$ cat config.mk
export PLATFORM = sky130hd
export DESIGN_NAME = pdp8ltc08brk
export DESIGN_NICKNAME = d
export VERILOG_FILES = /design/src/rtl/pdp8ltc08brk.sv
export SDC_FILE = /design/constraint.sdc
export NUM_CORES = 1
export LEC_CHECK = 0
export ABC_CLOCK_PERIOD_IN_PS = 1750
export CORE_ASPECT_RATIO = 2
export CORE_UTILIZATION = 44
export CTS_CLUSTER_DIAMETER = 150
export DETAILED_ROUTE_END_ITERATION = 7
export GPL_TIMING_DRIVEN = 0
export HOLD_SLACK_MARGIN = 0.05
export PLACE_DENSITY = 0.87
export SETUP_SLACK_MARGIN = 0.1
export SLEW_MARGIN = 20
export SYNTH_ARGS = -nofsm -noshare
export SYNTH_HDL_FRONTEND = slang
export SYNTH_SLANG_ARGS = --single-unit
$ cat constraint.sdc
create_clock -name CLOCK -period 1.75 [get_ports CLOCK]
set_input_delay 0.175 -clock CLOCK [delete_from_list [all_inputs] [get_ports CLOCK]]
set_output_delay 0.175 -clock CLOCK [all_outputs]
set_load 0.005 [all_outputs]
$ cat src/rtl/pdp8ltc08brk.sv
// pdp8ltc08brk: TC08 DECtape three-cycle data-break engine behind a four-register ARM window.
// Define TC08BRK_COUNT_EN to provide the completed-break counter at register 2.
module pdp8ltc08brk (
    input  logic        CLOCK,
    input  logic        RESET,
    input  logic        armwrite,
    input  logic [1:0]  armraddr,
    input  logic [1:0]  armwaddr,
    input  logic [31:0] armwdata,
    output logic [31:0] armrdata,
    output logic        brkrq,
    output logic [14:0] brkaddr,
    output logic        brkwrite,
    output logic [11:0] brkwdata,
    input  logic        brkack,
    input  logic [11:0] brkrdata
);

    localparam logic [2:0]  IDLE    = 3'd0;
    localparam logic [2:0]  WCRD    = 3'd1;
    localparam logic [2:0]  WCWR    = 3'd2;
    localparam logic [2:0]  CARD    = 3'd3;
    localparam logic [2:0]  CAWR    = 3'd4;
    localparam logic [2:0]  DATA    = 3'd5;
    localparam logic [31:0] ID_WORD = 32'h5442_0002;
    localparam logic [14:0] WC_ADDR = 15'o07754;
    localparam logic [14:0] CA_ADDR = 15'o07755;

    logic [2:0]  state_r;
    logic [2:0]  state_nxt_s;
    logic        enable_r;
    logic        dir_r;
    logic [2:0]  field_r;
    logic        done_r;
    logic        wcovf_r;
    logic [11:0] data_r;
    logic [11:0] wc_r;
    logic [11:0] ca_r;
    logic        brkrq_r;
    logic [14:0] brkaddr_r;
    logic        brkwrite_r;
    logic [11:0] brkwdata_r;
    logic [14:0] req_addr_s;
    logic        req_write_s;
    logic [11:0] req_wdata_s;
    logic [31:0] count_s;
    logic        busy_s;
    logic        reg1_wr_s;
    logic        start_s;
    logic        ack_s;
    logic        issue_s;
    logic        unused_s;

    assign busy_s    = (state_r != IDLE);
    assign reg1_wr_s = armwrite && (armwaddr == 2'd1) && !busy_s;
    // Start is qualified by the enable bit of the same write, so one write can enable and start.
    assign start_s   = reg1_wr_s && armwdata[31] && armwdata[29];
    assign ack_s     = brkrq_r && brkack;
    // A request goes out one cycle after each state is entered, giving a low cycle between breaks.
    assign issue_s   = busy_s && !brkrq_r;
    assign unused_s  = ^{armwdata[30], armwdata[28], armwdata[23:12]};

    assign brkrq    = brkrq_r;
    assign brkaddr  = brkaddr_r;
    assign brkwrite = brkwrite_r;
    assign brkwdata = brkwdata_r;

    // Next-state and memory request selection for the break sequence.
    always_comb begin
        state_nxt_s = state_r;
        req_addr_s  = 15'd0;
        req_write_s = 1'b0;
        req_wdata_s = 12'd0;
        case (state_r)
            IDLE: begin
                if (start_s) state_nxt_s = WCRD;
                else         state_nxt_s = IDLE;
            end
            WCRD: begin
                req_addr_s = WC_ADDR;
                if (ack_s) state_nxt_s = WCWR;
                else       state_nxt_s = WCRD;
            end
            WCWR: begin
                req_addr_s  = WC_ADDR;
                req_write_s = 1'b1;
                req_wdata_s = wc_r;
                if (ack_s) state_nxt_s = CARD;
                else       state_nxt_s = WCWR;
            end
            CARD: begin
                req_addr_s = CA_ADDR;
                if (ack_s) state_nxt_s = CAWR;
                else       state_nxt_s = CARD;
            end
            CAWR: begin
                req_addr_s  = CA_ADDR;
                req_write_s = 1'b1;
                req_wdata_s = ca_r;
                if (ack_s) state_nxt_s = DATA;
                else       state_nxt_s = CAWR;
            end
            DATA: begin
                req_addr_s  = {field_r, ca_r};
                req_write_s = dir_r;
                req_wdata_s = data_r;
                if (ack_s) state_nxt_s = IDLE;
                else       state_nxt_s = DATA;
            end
            default: state_nxt_s = IDLE;
        endcase
    end

    // Control register, break sequencer and memory request registers.
    always_ff @(posedge CLOCK) begin
        if (RESET) begin
            state_r    <= IDLE;
            enable_r   <= 1'b0;
            dir_r      <= 1'b0;
            field_r    <= 3'd0;
            done_r     <= 1'b0;
            wcovf_r    <= 1'b0;
            data_r     <= 12'd0;
            wc_r       <= 12'd0;
            ca_r       <= 12'd0;
            brkrq_r    <= 1'b0;
            brkaddr_r  <= 15'd0;
            brkwrite_r <= 1'b0;
            brkwdata_r <= 12'd0;
        end else begin
            state_r <= state_nxt_s;
            if (issue_s) begin
                brkrq_r    <= 1'b1;
                brkaddr_r  <= req_addr_s;
                brkwrite_r <= req_write_s;
                brkwdata_r <= req_wdata_s;
            end else if (ack_s) begin
                brkrq_r <= 1'b0;
            end
            if (reg1_wr_s) begin
                enable_r <= armwdata[31];
                dir_r    <= armwdata[27];
                field_r  <= armwdata[26:24];
                data_r   <= armwdata[11:0];
                if (start_s) begin
                    done_r  <= 1'b0;
                    wcovf_r <= 1'b0;
                end
            end
            // Read values are stored pre-incremented; the write cycles reuse them directly.
            if (ack_s) begin
                case (state_r)
                    WCRD: wc_r <= brkrdata + 12'd1;
                    WCWR: wcovf_r <= (wc_r == 12'd0);
                    CARD: ca_r <= brkrdata + 12'd1;
                    DATA: begin
                        done_r <= 1'b1;
                        if (!dir_r) data_r <= brkrdata;
                    end
                    default: wc_r <= wc_r;
                endcase
            end
        end
    end

`ifdef TC08BRK_COUNT_EN
    logic [31:0] count_r;

    // Completed-break counter; a write to register 2 clears it.
    always_ff @(posedge CLOCK) begin
        if (RESET) begin
            count_r <= 32'd0;
        end else if (armwrite && (armwaddr == 2'd2)) begin
            count_r <= 32'd0;
        end else if (ack_s && (state_r == DATA)) begin
            count_r <= count_r + 32'd1;
        end
    end

    assign count_s = count_r;
`else
    assign count_s = 32'd0;
`endif

    // Register read mux.
    always_comb begin
        armrdata = 32'd0;
        case (armraddr)
            2'd0:    armrdata = ID_WORD;
            2'd1:    armrdata = {enable_r, busy_s, 1'b0, wcovf_r, dir_r, field_r, done_r,
                                 11'd0, data_r};
            2'd2:    armrdata = count_s;
            2'd3:    armrdata = 32'd0;
            default: armrdata = 32'd0;
        endcase
    end

endmodule
==> results.toml, run 1 <==
[clock_network]
clockBufferDepth = 2
clkTransAtPathRegs_ns = 0.06
insertion_delay_ns = 0.34
ctsHtreeMaxLevel = 3
tritoncts = "done"
numCtsBuffers = 9
cts_hold_buf = 0
root_buffer = "clkbuf_16"
clock_sinks = 75

[sta]
tightest_slew_ns = 0.706
period_needed_ns = 1.79
tns_ns = -0.0427
grt_setup_unrepaired = "true"
finalCritPeriodShare_pct = 102
setup_violations = 1
fin_ws_ns = -0.0427
slew_viol_final = 0
hold_viol_final = 0
fin_worst_skew_ns = 0.00576
max_freq_ghz = 0.558
slew_headroom_pct = 52.9

[logic_synthesis]
muxShareOfSynthArea_pct = 0.285
yosysMostFrequentCell = "dfxtp_1"
yosys.area_share.simple_pct = 23.0
synthTopCellsByCount = "dfxtp_1 (75), nor2_1 (59), nand2_1 (46), a21oi_1 (29)"
synth_adder_area_share_pct = 0.356
synth_cell_type_count = 40
netlist_area_sq_um = 3510
yosys-top-cells-area = "dfxtp_1 (43%), nor2_1 (6.3%), a311oi_2 (5.1%), nand2_1 (4.9%), a21oi_1 (4.1%)"
synth_top_family_by_area = "compound AO/OA/AOI/OAI gates"
synthCells = 416
synth-main-ff-cell = "dfxtp_1"
ys_seq_area_share_pct = 42.8
synth_xor_area_share_pct = 2.25
synth_compound_area_share_pct = 24.1
syn_avg_cell_area_sq_um = 8.44
synth_edf_count = 0
synth_top_cell_by_area = "dfxtp_1"
postSynth.asyncResetShare_pct = 0
postSynthRegisterBits = 75
synth_top_area_share_pct = 42.8
synth_warnings = 0

[layout]
utilization_pct = 69.8
fillers = 571
regArea_sq_um = 1510
multi_input_area_sq_um = 2020
final_nets = 592
layout-drive-gt1-share_pct = 23.0
final_cell_area_sq_um = 5350
final_cells = 638
antenna_cells = 0
synthToLayoutAreaGrowth_pct = 52.3

[status]
violations = "negative setup slack"
status = "finished, violations left"

[routing]
wl_um = 13600
drt-vias-per-instance = 6.10
antenna_left = 0
drtPass1Iterations = 5
drc = 0
vias = 3890
post_drt_wl_per_cell_um = 21.3
dr.first_iter.drc_count = 381

[min_path]
hp-class = "in -> reg"
min_path_cells = 3
worstHoldStart = "brkrdata[4]"
holdPathEnd = "data_r[4]"

[worst_setup_path]
setup.worst_path.class = "reg -> reg"
crit_family = "simple AND/OR/NAND/NOR gates"
r2r_end = "data_r[6]"
r2r_cells = 7
slowest_stage = "dfxtp_4"
critPathMaxStageDelay_ns = 0.36
critPathLaunchType = "flip-flop"
critPathMaxFanout = 8
regToRegSetupSlack_ns = -0.04
crit_start = "state_r[0]"
r2r_start = "state_r[0]"
critPathBufInv = 3
crit_top_cell = "buf_6"
critPathArrivalTime_ns = 2.03
worst-path-stages = 7
critPathRequiredTime_ns = 1.99
cp-end-kind = "flip-flop"
path_cells = "nor3_4 -> buf_6 -> and4b_1 -> buf_6 -> buf_12 -> nand2_2 -> a311oi_2"

[place]
placement.io_buffers = 88
gp_congestion = 0.932
place_inst = 607
placed_area_sq_um = 4540
dp_hpwl_um = 8670
dpl_worst_slack_ns = -0.673

[global_route]
grt_pass1_vias = 3605
use_met3_pct = 4.54
antenna_found_initial = 0
grt_overflow = 0
use_met2_pct = 50.0
grt_util_met1_pct = 31.1
grt_usage_pct = 29.5
grt_pass1_wl_um = 18400
grt_max_degree = 13
grt-busiest-layer = "met2"

[die]
ios = 113
die_area_sq_um = 8360
die_y_um = 128
fp.coreArea_sq_um = 7660
rows = 45
die_x_um = 65.2
start_util_pct = 45.8

[power_and_ir_drop]
p_per_area_nw_per_um2 = 769
peakVddDrop_uv = 940
leakage_nw = 1.92

[job]
max_cap_violations = 0
==> per-layer routing <==
layer	wire length [um]	up-vias
met4	1180	0
li1	-	1718
met5	0	-
met3	936	89
met1	4540	1802
met2	6960	281
==> through the flow <==
step / hold WS [ns] / total power, mW
finish: 0.278 / 4.11
floorplan: 0.271 / 1.92
global route: 0.279 / 4.21
CTS: 0.364 / 4.04
detailed placement: 0.449 / 2.12
global placement: 0.442 / 2.11
==> final cells by class <==
class / instances / area share (%)
multi-input combinational: 301 / 37.8
sequential: 75 / 28.3
timing repair buffer: 103 / 19.5
buffer: 42 / 5.94
clock buffer: 11 / 4.35
tap: 94 / 2.20
clock inverter: 5 / 1.45
inverter: 7 / 0.491
==> state kept, by name, summed over array words and instances (netlist names) <==
register / flops
ca_r: 12
brkrq: 1
field_r: 3
enable_r: 1
brkaddr: 15
brkwdata: 12
data_r: 12
wcovf_r: 1
done_r: 1
wc_r: 12
dir_r: 1
state_r: 3
brkwrite: 1
==> what timing repair did <==
action,CTS,global route
gates resized for setup,52,69
endpoints found under the setup margin,79,83
pin swaps,6,23
cloned,0,1
setup buffers,7,7
==> cells in the final DEF (no fill, tap or decap), types with 10 or more instances in the layout <==
| cell | synthesis | layout |
|---|---|---|
| conb_1 | 1 | 10 |
| and2_1 | 16 | 16 |
| nor3_1 | 16 | 15 |
| dfxtp_1 | 75 | 71 |
| nor2_1 | 59 | 50 |
| buf_4 | 13 | 26 |
| a21oi_1 | 29 | 24 |
| clkdlybuf4s50_1 | 0 | 81 |
| a2bb2oi_1 | 12 | 12 |
| nand2_1 | 46 | 35 |
| clkbuf_16 | 0 | 10 |
| o2bb2ai_1 | 12 | 12 |
| clkbuf_1 | 19 | 10 |
| a211oi_1 | 19 | 19 |
| a311oi_2 | 12 | 12 |
| a22oi_1 | 13 | 13 |
==> worst min-delay path, delay by kind of cell <==
kind | cells | cell delay, ns
buffers and inverters | 1 | 0.20
AOI/OAI and AO/OA | 1 | 0.05
and+or+nand+nor | 1 | 0.14
==> worst max path at each step <==
| stage | endpoint | slack [ns] |
|---|---|---|
| 2_1_floorplan | data_r[3] | 0.15 |
| 3_3_place_gp | armrdata[10] | -0.62 |
| 3_5_place_dp | armrdata[10] | -0.67 |
| 4_1_cts | brkaddr[9] | 0.04 |
| 5_1_grt | data_r[6] | -0.09 |
| 6_report | data_r[6] | -0.04 |
==> power by group <==
| group | leakage, nW | switching [mW] | internal [mW] |
|---|---|---|---|
| Clock | 0.150 | 0.715 | 1.24 |
| Combinational | 1.16 | 0.206 | 0.197 |
| Sequential | 0.608 | 0.0225 | 1.73 |
| Total | 1.92 | 0.944 | 3.17 |
==> cells by family after synthesis <==
family	Yosys count
buffers and inverters	49
xor gates and xnor gates	9
and+or+nand+nor	173
muxes	1
other	1
AOI/OAI and AO/OA	107
DFF	75
adders and majority gates	1
Note: power is estimated with default switching activity, not from simulation.
==> run 2, diff against run 1 <==
--- a/config.mk
+++ b/config.mk
@@ -5,14 +5,16 @@
 export SDC_FILE = /design/constraint.sdc
 export NUM_CORES = 1
 export LEC_CHECK = 0
+export ABC_AREA = 1
 export ABC_CLOCK_PERIOD_IN_PS = 1750
 export CORE_ASPECT_RATIO = 2
+export CORE_MARGIN = 5
 export CORE_UTILIZATION = 44
 export CTS_CLUSTER_DIAMETER = 150
 export DETAILED_ROUTE_END_ITERATION = 7
 export GPL_TIMING_DRIVEN = 0
 export HOLD_SLACK_MARGIN = 0.05
-export PLACE_DENSITY = 0.87
+export PLACE_DENSITY = 0.85
 export SETUP_SLACK_MARGIN = 0.1
 export SLEW_MARGIN = 20
 export SYNTH_ARGS = -nofsm -noshare
==> run 2 against run 1 <==
- the flow now finishes without violations
- die area grew 30%
- sequential power is essentially flat
- synthesized cell count grew 43%
- maximum frequency grew 7.6%
- sequential share of layout area shrank 0.15 points
- power grew 5.9%
- largest cell class unchanged
- critical path type is now in -> reg
- highest routed layer unchanged
- hold slack gained 0.014 ns
- critical path depth grew 1
- via count grew 8.9%
- clock skew shrank 0.0010 ns
==> results.toml, run 2 <==
[status]
status = "finished clean"

[worst_setup_path]
critPathBufInv = 2
critPathMaxStageDelay_ns = 0.63
crit_top_cell = "nand2_1"
cp-end-kind = "flip-flop"
path_cells = "clkdlybuf4s50_1 -> ha_1 -> nand3_1 -> nor2_1 -> xor2_2 -> nand2_1 -> nand2_1 -> inv_1"
critPathRequiredTime_ns = 1.98
critPathMaxFanout = 5
slowest_stage = "clkdlybuf4s50_1"
critPathLaunchType = "primary input"
crit_family = "buffers and inverters"
setup.worst_path.class = "in -> reg"
critPathArrivalTime_ns = 1.90

[job]
max_cap_violations = 0

[power_and_ir_drop]
combPwrFrac_pct = 10.5
leakage_nw = 2.30
p_per_area_nw_per_um2 = 813
peakVddDrop_uv = 628
clock_power_share_pct = 48.8
intPower_mw = 3.39
seqPwrFrac_pct = 40.7
p_sw_share_pct = 22.3
switching_power_uw = 969

[die]
die_x_um = 76.4
start_util_pct = 44.8
die_y_um = 143
ios = 113
rows = 48
die_area_sq_um = 10900
fp.coreArea_sq_um = 8650

[logic_synthesis]
yosysMostFrequentCell = "nand2_1"
postSynthRegisterBits = 75
synth_edf_count = 0
netlist_area_sq_um = 3880
yosys-top-cells-area = "dfxtp_1 (39%), nand3_1 (11%), nand2_1 (9.8%), nor2_1 (7.8%), inv_1 (7.7%)"
synthTopCellsByCount = "nand2_1 (101), nand3_1 (83), nor2_1 (81), inv_1 (80), dfxtp_1 (75)"
synthCells = 593
synth_cell_type_count = 25
synth-main-ff-cell = "dfxtp_1"
synth_warnings = 0
synth_top_area_share_pct = 38.7
synth_top_cell_by_area = "dfxtp_1"
syn_avg_cell_area_sq_um = 6.54
postSynth.asyncResetShare_pct = 0
ys_seq_area_share_pct = 38.7

[global_route]
grt_pass1_vias = 4128
antenna_found_initial = 0
grt_usage_pct = 25.0
grt_overflow = 0
grt_max_degree = 13
grt_pass1_wl_um = 20900

[routing]
drt-vias-per-instance = 5.23
drc = 0
drtPass1Iterations = 5
post_drt_wl_per_cell_um = 17.0
vias = 4236
wl_um = 13800
dr.first_iter.drc_count = 267
antenna_left = 0

[clock_network]
clock_sinks = 75
tritoncts = "done"
clockBufferDepth = 2
ctsHtreeMaxLevel = 3
numCtsBuffers = 9
clkTransAtPathRegs_ns = 0.06
cts_hold_buf = 0
root_buffer = "clkbuf_16"
insertion_delay_ns = 0.33

[layout]
final_nets = 758
layout_common_cells = "nand2_1 (99), nand3_1 (83), clkdlybuf4s50_1 (82)"
final_common_cell = "nand2_1"
layout-drive-gt1-share_pct = 10.8
final_cell_area_sq_um = 5360
fillers = 847
utilization_pct = 62.0
antenna_cells = 0
synthToLayoutAreaGrowth_pct = 38.3
largest_reg_flops = 15

[place]
dpl_worst_slack_ns = -0.454
dp_hpwl_um = 11100
placed_area_sq_um = 4910
placement.io_buffers = 87
gp_congestion = 0.893

[sta]
hold_viol_final = 0
slew_headroom_pct = 61.3
slew_viol_final = 0
max_freq_ghz = 0.600
setup_violations = 0
fin_ws_ns = 0.0835
fin_worst_skew_ns = 0.00472
period_needed_ns = 1.67
grt_setup_unrepaired = "true"
tightest_slew_ns = 0.581
finalCritPeriodShare_pct = 95.2

[min_path]
hp-class = "in -> reg"
run 2: worst paths after layout:
| path | startpoint | to | slack [ns] | depth (start not counted) |
|---|---|---|---|---|
| max reg2reg | brkrq | wc_r[5] | 0.16 | 6 |
| min | RESET | ca_r[5] | 0.29 | 4 |
| min reg2reg | brkaddr[14] | brkaddr[14] | 0.46 | 2 |
| max | brkrdata[0] | ca_r[6] | 0.08 | 8 |
run 2: cell type report:
class                           count  area, sq um  area share [%]
Clock inverter                      5          100            1.87
Inverter                           83          312            5.81
Multi-Input combinational cell    402         1880            35.1
Clock buffer                       11          243            4.53
Tap cell                          100          125            2.33
Timing Repair Buffer               92          905            16.9
Buffer                             42          283            5.28
Sequential cell                    75         1510            28.2
run 2: metrics by stage:
step                      TNS (ns)  hold slack, ns  power [mW]  instances
final                            0           0.292        4.35        810
after global routing             0           0.313        4.50        810
after CTS                        0           0.267        4.38        806
after detailed placement     -9.13           0.454        2.25        789
after global placement       -8.97           0.449        2.24        789
after floorplan                  0           0.265        2.02        602
run 2: what timing repair did:
action	in CTS	in global routing
setup endpoints to repair	40	32
resized for setup	21	18
setup buffers	0	4
pin swaps	0	3
gates cloned	1	0
run 2: cells by family (layout without fill, tap and decap cells):
kind of cell             count (synthesis)  count (layout)  synth area share (%)
flip-flops                              75              75                  38.7
adder cells (fa/ha/maj)                  1               1                 0.323
AO/OA/AOI/OAI                          106             106                  13.8
AND/OR/NAND/NOR                        280             280                  31.6
buffers and inverters                  125             233                  14.3
other                                    1              10                0.0967
XOR/XNOR                                 5               5                  1.13
run 2: power by group through the flow:
stage | sequential, mW | clock [mW] | combinational (mW)
floorplan | 1.80 | 0 | 0.214
global placement | 1.81 | 0 | 0.432
detailed placement | 1.81 | 0 | 0.440
CTS | 1.77 | 2.15 | 0.452
global route | 1.78 | 2.23 | 0.497
finish | 1.77 | 2.12 | 0.456
run 2: per-layer routing:
layer / global-route usage (%) / wire length [um] / vias up
met5: 0 / 0 / -
li1: - / - / 2090
met1: 23.4 / 4580 / 1970
met3: 4.36 / 626 / 39
met2: 48.8 / 7820 / 137
met4: 15.3 / 736 / 0
run 2: worst reg2reg max path, stage by stage, from the launching register on:
cell	delay, ns
dfxtp_1	0.40
nand2_2	0.22
nor3_4	0.38
clkbuf_4	0.28
nand2_1	0.08
nand2_1	0.08
inv_1	0.04
